**src/rtl/dmem_arb_pkg.sv**
```systemverilog
// Shared types and widths for the data-memory arbiter: FSM states, grant
// encoding and bus widths.
package dmem_arb_pkg;

  localparam int ADDR_W = 32;
  localparam int DATA_W = 32;

  typedef enum logic [1:0] {
    IDLE = 2'd0,
    BUSY = 2'd1,
    RESP = 2'd2
  } state_e;

  typedef enum logic {
    GNT_P0 = 1'b0,
    GNT_P1 = 1'b1
  } gnt_e;

endpackage

```
**src/rtl/dmem_arbiter_if.sv**
```systemverilog
// Requester and memory-side signal bundle for dmem_arbiter; the arbiter uses
// the slave modport, the environment (pipeline, loader, memory) the master one.
interface dmem_arbiter_if;
  import dmem_arb_pkg::*;

  // Requesters: req is held with its fields until the one-cycle ack; rdata is
  // valid in the ack cycle. Memory: m_req and fields stay stable until a
  // cycle in which m_ready is sampled high; m_ready is ignored while m_req=0.
  logic              p0_req;
  logic              p0_we;
  logic [ADDR_W-1:0] p0_addr;
  logic [DATA_W-1:0] p0_wdata;
  logic [DATA_W-1:0] p0_rdata;
  logic              p0_ack;
  logic              p0_stall;

  logic              p1_req;
  logic              p1_we;
  logic [ADDR_W-1:0] p1_addr;
  logic [DATA_W-1:0] p1_wdata;
  logic [DATA_W-1:0] p1_rdata;
  logic              p1_ack;

  logic              m_req;
  logic              m_we;
  logic [ADDR_W-1:0] m_addr;
  logic [DATA_W-1:0] m_wdata;
  logic [DATA_W-1:0] m_rdata;
  logic              m_ready;

  modport slave (
    input  p0_req, p0_we, p0_addr, p0_wdata,
    output p0_rdata, p0_ack, p0_stall,
    input  p1_req, p1_we, p1_addr, p1_wdata,
    output p1_rdata, p1_ack,
    output m_req, m_we, m_addr, m_wdata,
    input  m_rdata, m_ready
  );

  modport master (
    output p0_req, p0_we, p0_addr, p0_wdata,
    input  p0_rdata, p0_ack, p0_stall,
    output p1_req, p1_we, p1_addr, p1_wdata,
    input  p1_rdata, p1_ack,
    input  m_req, m_we, m_addr, m_wdata,
    output m_rdata, m_ready
  );

endinterface

```
**src/rtl/dmem_arb_starve_ctr.sv**
```systemverilog
// Starvation counter for port 1; exists only when DMEM_ARB_STARVE_GUARD_EN
// is defined. Forces a port-1 grant after STARVE_MAX port-0 grants.
`ifdef DMEM_ARB_STARVE_GUARD_EN
module dmem_arb_starve_ctr #(
  parameter int STARVE_MAX = 4
) (
  input  logic clk_i,
  input  logic rst_ni,
  input  logic idle_i,
  input  logic grant_i,
  input  logic gnt_p1_i,
  input  logic p1_req_i,
  output logic force_p1_o
);

  localparam int CW = $clog2(STARVE_MAX + 1);
  localparam logic [CW-1:0] MAX_C = CW'(STARVE_MAX);

  logic [CW-1:0] cnt_q, cnt_d;

  // A port-0 grant while port 1 waits is the only thing that counts up.
  always_comb begin
    cnt_d = cnt_q;
    if (idle_i && !p1_req_i) begin
      cnt_d = '0;
    end else if (grant_i && gnt_p1_i) begin
      cnt_d = '0;
    end else if (grant_i && cnt_q != MAX_C) begin
      cnt_d = cnt_q + 1'b1;
    end
  end

  always_ff @(posedge clk_i or negedge rst_ni) begin
    if (!rst_ni) cnt_q <= '0;
    else         cnt_q <= cnt_d;
  end

  assign force_p1_o = p1_req_i && (cnt_q == MAX_C);

endmodule
`endif

```
**src/rtl/dmem_arbiter.sv**
```systemverilog
// Two-port arbiter for the single-port data memory: port 0 (memory stage)
// has priority; DMEM_ARB_STARVE_GUARD_EN adds a bound on port-1 waiting.
module dmem_arbiter
  import dmem_arb_pkg::*;
#(
  parameter int STARVE_MAX = 4
) (
  input  logic           clk_i,
  input  logic           rst_ni,
  dmem_arbiter_if.slave  mem_if,
  output state_e         dbg_state_o,
  output gnt_e           dbg_gnt_o
);

  state_e            state_q, state_d;
  gnt_e              gnt_q, gnt_d;
  gnt_e              win;
  logic              m_req_q, m_req_d;
  logic              m_we_q, m_we_d;
  logic [ADDR_W-1:0] m_addr_q, m_addr_d;
  logic [DATA_W-1:0] m_wdata_q, m_wdata_d;
  logic              p0_ack_q, p0_ack_d;
  logic              p1_ack_q, p1_ack_d;
  logic [DATA_W-1:0] p0_rdata_q, p0_rdata_d;
  logic [DATA_W-1:0] p1_rdata_q, p1_rdata_d;
  logic              any_req;
  logic              force_p1;

  assign any_req = mem_if.p0_req | mem_if.p1_req;
  assign win     = (force_p1 || !mem_if.p0_req) ? GNT_P1 : GNT_P0;

`ifdef DMEM_ARB_STARVE_GUARD_EN
  dmem_arb_starve_ctr #(
    .STARVE_MAX (STARVE_MAX)
  ) u_starve_ctr (
    .clk_i      (clk_i),
    .rst_ni     (rst_ni),
    .idle_i     (state_q == IDLE),
    .grant_i    ((state_q == IDLE) && any_req),
    .gnt_p1_i   (win == GNT_P1),
    .p1_req_i   (mem_if.p1_req),
    .force_p1_o (force_p1)
  );
`else
  logic unused_starve_max;
  assign unused_starve_max = ^STARVE_MAX;
  assign force_p1          = 1'b0;
`endif

  always_comb begin
    state_d    = state_q;
    gnt_d      = gnt_q;
    m_req_d    = m_req_q;
    m_we_d     = m_we_q;
    m_addr_d   = m_addr_q;
    m_wdata_d  = m_wdata_q;
    p0_ack_d   = 1'b0;
    p1_ack_d   = 1'b0;
    p0_rdata_d = p0_rdata_q;
    p1_rdata_d = p1_rdata_q;
    unique case (state_q)
      IDLE: begin
        if (any_req) begin
          gnt_d     = win;
          m_req_d   = 1'b1;
          m_we_d    = (win == GNT_P1) ? mem_if.p1_we    : mem_if.p0_we;
          m_addr_d  = (win == GNT_P1) ? mem_if.p1_addr  : mem_if.p0_addr;
          m_wdata_d = (win == GNT_P1) ? mem_if.p1_wdata : mem_if.p0_wdata;
          state_d   = BUSY;
        end
      end
      BUSY: begin
        if (mem_if.m_ready) begin
          m_req_d = 1'b0;
          state_d = RESP;
          if (gnt_q == GNT_P1) begin
            p1_ack_d = 1'b1;
            if (!m_we_q) p1_rdata_d = mem_if.m_rdata;
          end else begin
            p0_ack_d = 1'b1;
            if (!m_we_q) p0_rdata_d = mem_if.m_rdata;
          end
        end
      end
      RESP: state_d = IDLE;
      default: state_d = IDLE;
    endcase
  end

  always_ff @(posedge clk_i or negedge rst_ni) begin
    if (!rst_ni) begin
      state_q    <= IDLE;
      gnt_q      <= GNT_P0;
      m_req_q    <= 1'b0;
      m_we_q     <= 1'b0;
      m_addr_q   <= '0;
      m_wdata_q  <= '0;
      p0_ack_q   <= 1'b0;
      p1_ack_q   <= 1'b0;
      p0_rdata_q <= '0;
      p1_rdata_q <= '0;
    end else begin
      state_q    <= state_d;
      gnt_q      <= gnt_d;
      m_req_q    <= m_req_d;
      m_we_q     <= m_we_d;
      m_addr_q   <= m_addr_d;
      m_wdata_q  <= m_wdata_d;
      p0_ack_q   <= p0_ack_d;
      p1_ack_q   <= p1_ack_d;
      p0_rdata_q <= p0_rdata_d;
      p1_rdata_q <= p1_rdata_d;
    end
  end

  assign mem_if.m_req    = m_req_q;
  assign mem_if.m_we     = m_we_q;
  assign mem_if.m_addr   = m_addr_q;
  assign mem_if.m_wdata  = m_wdata_q;
  assign mem_if.p0_ack   = p0_ack_q;
  assign mem_if.p1_ack   = p1_ack_q;
  assign mem_if.p0_rdata = p0_rdata_q;
  assign mem_if.p1_rdata = p1_rdata_q;
  assign mem_if.p0_stall = mem_if.p0_req & ~p0_ack_q;

  assign dbg_state_o = state_q;
  assign dbg_gnt_o   = gnt_q;

endmodule

```
**src/flat_wrapper.sv**
```systemverilog
// flat-port wrapper written by rule: the top's interface ports become plain ports
module dmem_arbiter_flat import dmem_arb_pkg::*;
#(
  parameter int STARVE_MAX = 4
)
  (clk_i, rst_ni, dbg_state_o, dbg_gnt_o, mem_if_p0_req, mem_if_p0_we, mem_if_p0_addr, mem_if_p0_wdata, mem_if_p0_rdata, mem_if_p0_ack, mem_if_p0_stall, mem_if_p1_req, mem_if_p1_we, mem_if_p1_addr, mem_if_p1_wdata, mem_if_p1_rdata, mem_if_p1_ack, mem_if_m_req, mem_if_m_we, mem_if_m_addr, mem_if_m_wdata, mem_if_m_rdata, mem_if_m_ready);
  dmem_arbiter_if mem_if_i ();
  input  logic clk_i;
  input  logic rst_ni;
  output state_e dbg_state_o;
  output gnt_e dbg_gnt_o;
  input wire logic [$bits(mem_if_i.p0_req)-1:0] mem_if_p0_req;
  input wire logic [$bits(mem_if_i.p0_we)-1:0] mem_if_p0_we;
  input wire logic [$bits(mem_if_i.p0_addr)-1:0] mem_if_p0_addr;
  input wire logic [$bits(mem_if_i.p0_wdata)-1:0] mem_if_p0_wdata;
  output wire logic [$bits(mem_if_i.p0_rdata)-1:0] mem_if_p0_rdata;
  output wire logic [$bits(mem_if_i.p0_ack)-1:0] mem_if_p0_ack;
  output wire logic [$bits(mem_if_i.p0_stall)-1:0] mem_if_p0_stall;
  input wire logic [$bits(mem_if_i.p1_req)-1:0] mem_if_p1_req;
  input wire logic [$bits(mem_if_i.p1_we)-1:0] mem_if_p1_we;
  input wire logic [$bits(mem_if_i.p1_addr)-1:0] mem_if_p1_addr;
  input wire logic [$bits(mem_if_i.p1_wdata)-1:0] mem_if_p1_wdata;
  output wire logic [$bits(mem_if_i.p1_rdata)-1:0] mem_if_p1_rdata;
  output wire logic [$bits(mem_if_i.p1_ack)-1:0] mem_if_p1_ack;
  output wire logic [$bits(mem_if_i.m_req)-1:0] mem_if_m_req;
  output wire logic [$bits(mem_if_i.m_we)-1:0] mem_if_m_we;
  output wire logic [$bits(mem_if_i.m_addr)-1:0] mem_if_m_addr;
  output wire logic [$bits(mem_if_i.m_wdata)-1:0] mem_if_m_wdata;
  input wire logic [$bits(mem_if_i.m_rdata)-1:0] mem_if_m_rdata;
  input wire logic [$bits(mem_if_i.m_ready)-1:0] mem_if_m_ready;
  assign mem_if_i.p0_req = mem_if_p0_req;
  assign mem_if_i.p0_we = mem_if_p0_we;
  assign mem_if_i.p0_addr = mem_if_p0_addr;
  assign mem_if_i.p0_wdata = mem_if_p0_wdata;
  assign mem_if_p0_rdata = mem_if_i.p0_rdata;
  assign mem_if_p0_ack = mem_if_i.p0_ack;
  assign mem_if_p0_stall = mem_if_i.p0_stall;
  assign mem_if_i.p1_req = mem_if_p1_req;
  assign mem_if_i.p1_we = mem_if_p1_we;
  assign mem_if_i.p1_addr = mem_if_p1_addr;
  assign mem_if_i.p1_wdata = mem_if_p1_wdata;
  assign mem_if_p1_rdata = mem_if_i.p1_rdata;
  assign mem_if_p1_ack = mem_if_i.p1_ack;
  assign mem_if_m_req = mem_if_i.m_req;
  assign mem_if_m_we = mem_if_i.m_we;
  assign mem_if_m_addr = mem_if_i.m_addr;
  assign mem_if_m_wdata = mem_if_i.m_wdata;
  assign mem_if_i.m_rdata = mem_if_m_rdata;
  assign mem_if_i.m_ready = mem_if_m_ready;
  dmem_arbiter #(.STARVE_MAX(STARVE_MAX)) u_core (.clk_i(clk_i), .rst_ni(rst_ni), .mem_if(mem_if_i), .dbg_state_o(dbg_state_o), .dbg_gnt_o(dbg_gnt_o));
endmodule
```
**config.mk**
```make
export PLATFORM = sky130hd
export DESIGN_NAME = dmem_arbiter_flat
export DESIGN_NICKNAME = d
export VERILOG_FILES = /design/src/rtl/dmem_arb_pkg.sv /design/src/rtl/dmem_arbiter_if.sv /design/src/rtl/dmem_arb_starve_ctr.sv /design/src/rtl/dmem_arbiter.sv /design/src/flat_wrapper.sv
export SDC_FILE = /design/constraint.sdc
export NUM_CORES = 1
export LEC_CHECK = 0
export CAP_MARGIN = 20
export CORE_ASPECT_RATIO = 0.9
export CORE_MARGIN = 1
export CORE_UTILIZATION = 42
export CTS_BUF_LIST = sky130_fd_sc_hd__clkbuf_4
export CTS_CLUSTER_SIZE = 20
export DETAILED_ROUTE_END_ITERATION = 16
export PLACE_DENSITY = 0.89
export SLEW_MARGIN = 20
export SYNTH_ARGS = -nofsm -noshare
export SYNTH_HDL_FRONTEND = slang
export SYNTH_SLANG_ARGS = --single-unit
```
**constraint.sdc**
```tcl
create_clock -name clk_i -period 2 [get_ports clk_i]
set_clock_uncertainty 0.15 [all_clocks]
set_input_delay 0.2 -clock clk_i [delete_from_list [all_inputs] [get_ports clk_i]]
set_output_delay 0.2 -clock clk_i [all_outputs]
set_load 0.02 [all_outputs]
```
==> summary.md, run 1 <==
| Metric | Value |
|---|---|
| Antenna violations before repair | `1` |
| Least-Margin Pin Slew | `around 0.4 ns` |
| CP Data Required Time | `1.65 ns` |
| Routed vias | `4213` |
| Max FO, Critical Path | `2` |
| Synth top area cells | `dfrtp_1 (56%), mux2_2 (25%), mux2_4 (14%), buf_6 (2.2%), nand3b_4 (0.66%)` |
| Post-Syn Area | `6080 sq um` |
| Num ports | `303` |
| Post-synth top area share | `0.556` |
| Setup slack after layout | `0.115 ns` |
| Synth unique cells | `18` |
| Via-to-Cell Ratio | `4.78` |
| Vias in the first global route | `4667` |
| Worst path cell trace | `clkdlybuf4s50_1` |
| Sequential share of the synthesized area | `0.556` |
| Pin count of the biggest net entering global routing | `51` |
| Register-to-register setup slack | `0.23 ns` |
| Reported max-cap violation count | `0` |
| Hold Path Cell Cnt | `2` |
| Avg WL per Cell | `17.3 um` |
| RSZ-0062 raised after global routing | `false` |
| Hold Slack | `approximately 0.15 ns` |
| Die area | `15000 sq um` |
| Power Internal | `just over 9 mW` |
| TritonCTS clock tree | `done` |
| RD Place Congestion | `slightly below 0.8` |
| Register share of total power | `0.343` |
| CP Launch Type | `flip-flop` |
| Initial Utilization | `0.433` |
| Clock Latency Late Sink | `between 0.5 and 0.6 ns` |
| Drt first pass iters | `4` |
| Nets@finish | `between 800 and 900` |
| Levels on crit path | `1` |
| Post-route ant nets | `0` |
| P_sw | `5.15 mW` |
| Crit path DAT | `roughly 1.5 ns` |
| Place WS | `0.0761 ns` |
| Synthesis-to-finish area growth | `58.2%` |
| Status | `finished clean` |
| CTS max path bufs | `2` |
| First-pass GRT wire length | `23900 um` |
| Yosys reg bits | `about 140` |
| Min-Delay Endpoint | `u_core.mem_if.p1_rdata[31]` |
| Syn Area/Cell | `16.7 sq um` |
| Logic pwr share | `0.538` |
| Fmax achieved | `531 MHz` |
| Starting DRT DRC Count | `96` |
| Total power | `14.3 mW` |
| Worst path top cell family by delay | `buffers and inverters` |
| Synth area leader | `dfrtp_1` |
| CTS Buf Count | `17` |
| Final min period | `1.88 ns` |
| Remaining global-route overflow | `0` |
| Max-slew headroom | `0.730` |
| WL final | `between 15000 and 20000 um` |
| Tcrit/Tclk final | `0.942` |
| Max H-tree Level | `4` |
| IO buf count | `302` |
| Synth warn | `0` |
| Die height | `116 um` |
| # rows | `around 40` |
| Slowest CP cell | `clkdlybuf4s50_1` |
| Hold Crit Start | `mem_if_m_rdata[31]` |
| Leak Pwr | `4.15 nW` |
| R2R cell count | `4` |
| Global Route Usage Sum | `0.214` |
| Post-route setup TNS | `0 ns` |
| RR Endpoint | `u_core.mem_if.m_addr[17]` |
| Switching share of power | `0.360` |
| Mapped Nets | `531` |
| RR Startpoint | `u_core.dbg_state_o[1]` |
| Layout cells sized above 1 | `0.342` |
| Worst Path Class, Setup | `flip-flop to primary output` |
| Pwr/cell area | `1490 nW/um^2` |
| CTS clk-pin slew, worst paths | `approximately 0.11 ns` |
| Commonest non-fill, non-tap cells in the layout | `clkdlybuf4s50_1 (292), mux2_2 (135), dfrtp_1 (135)` |
| Critical path's largest stage delay | `0.65 ns` |
| Most common cell after layout, fill and taps aside | `clkdlybuf4s50_1` |
| Fill count | `1006` |
| Final setup fails | `0` |
| Clock root buffer | `clkbuf_4` |
| Clock sinks | `135` |
| Area of the core | `14100 sq um` |
| Die extent in x | `around 130 um` |
| CP Buf/Inv Count | `1` |
| Peak supply drop | `0.855 mV` |
| Final core utilization | `0.685` |
| Detailed placement HPWL | `11900 um` |
| Final Hold Viols | `0` |
| DRC | `0` |
| Clock share of power | `0.119` |
| Hold Path Class | `input port to flip-flop` |
| Final slew viol count | `0` |
| CP Capture Type | `primary output` |
| Cells after Synth | `between 300 and 400` |
-- routing by layer --
| metal | track usage | vias up | share of wire |
|---|---|---|---|
| li1 | - | 1930 | - |
| met3 | 0.0774 | 25 | 0.071 |
| met1 | 0.209 | 2085 | 0.34 |
| met4 | 0.0918 | 0 | 0.022 |
| met5 | 0 | - | 0 |
| met2 | 0.406 | 173 | 0.56 |
-- sequential cells by signal (all words and copies together) (netlist names) --
signal                  count
u_core.mem_if.p1_rdata     32
u_core.mem_if.p0_ack        1
u_core.mem_if.p1_ack        1
u_core.dbg_gnt_o            1
u_core.dbg_state_o          2
u_core.mem_if.m_we          1
u_core.mem_if.m_req         1
u_core.mem_if.p0_rdata     32
u_core.mem_if.m_wdata      32
u_core.mem_if.m_addr       32
-- through the flow --
step / area [sq um] / std cells
after detailed placement: 9320 / 846
after global routing: 9620 / 882
after floorplan: 6080 / 364
after CTS: 9610 / 881
after global placement: 9320 / 846
final: 9620 / 882
-- kinds of logic after synthesis --
kind of cell / count (synthesis) / synth area share
AOI/OAI and AO/OA: 4 / 0.00432
buffers and inverters: 22 / 0.0315
DFF: 135 / 0.556
muxes: 194 / 0.394
and+or+nand+nor: 9 / 0.0148
-- synth_stat cells --
cell type	instances
a21o_1	1
a21oi_1	2
and2_1	1
buf_2	6
buf_4	3
buf_6	12
dfrtp_1	135
inv_2	1
mux2_1	3
mux2_2	135
mux2_4	56
nand3b_4	2
nor2_1	2
nor2b_1	1
nor3_4	1
nor3b_1	1
o21a_2	1
or2_2	1
-- worst max path at each step --
| stage | start | endpoint |
|---|---|---|
| 6_report | u_core.mem_if.p0_rdata[26] | mem_if_p0_rdata[26] |
| 5_1_grt | u_core.mem_if.m_wdata[23] | mem_if_m_wdata[23] |
| 4_1_cts | u_core.mem_if.p0_ack | mem_if_p0_ack |
| 3_5_place_dp | mem_if_m_ready | u_core.mem_if.p0_rdata[6] |
| 3_3_place_gp | mem_if_m_ready | u_core.mem_if.p0_rdata[18] |
| 2_1_floorplan | u_core.dbg_state_o[0] | u_core.mem_if.m_wdata[10] |
-- worst register-to-register path: cells and delay by family, from the launching register on --
family                 cells  cell delay (ns)
DFF                        1             0.44
muxes                      1             0.41
buffers and inverters      1             0.24
and+or+nand+nor            1             0.21
AOI/OAI and AO/OA          1             0.19
-- power by group through the flow --
stage          sequential, mW  combinational (mW)  clock [mW]
6_report                 4.91                7.71        1.70
5_1_grt                  5.09                8.09        1.89
4_1_cts                  4.93                7.80        1.77
3_5_place_dp             4.97                7.80           0
3_3_place_gp             4.89                7.63           0
2_1_floorplan            6.55                2.38           0
-- final cells by class --
class / count / area (sq um) / area share
Clock inverter: 11 / 108 / 0.0112
Antenna cell: 1 / 2.50 / 0.000260
Clock buffer: 21 / 158 / 0.0164
Sequential cell: 135 / 3380 / 0.351
Multi-Input combinational cell: 207 / 2520 / 0.262
Tap cell: 193 / 241 / 0.0251
Inverter: 1 / 3.75 / 0.000390
Timing Repair Buffer: 313 / 3210 / 0.334
-- what timing repair did --
item	4_1_cts	5_1_grt
resized for setup	5	3
setup buffers	0	0
cloned	0	0
endpoints found under the hold margin	136	0
hold buffers	3	0
setup endpoints to repair	5	3
Note: power is estimated with default switching activity, not from simulation.
==> run 2, diff against run 1 <==
Settings changed: HOLD_SLACK_MARGIN set to 0.05.
==> results of run 2 <==
The final DEF is identical to that of run 1; final timing and power are the same.
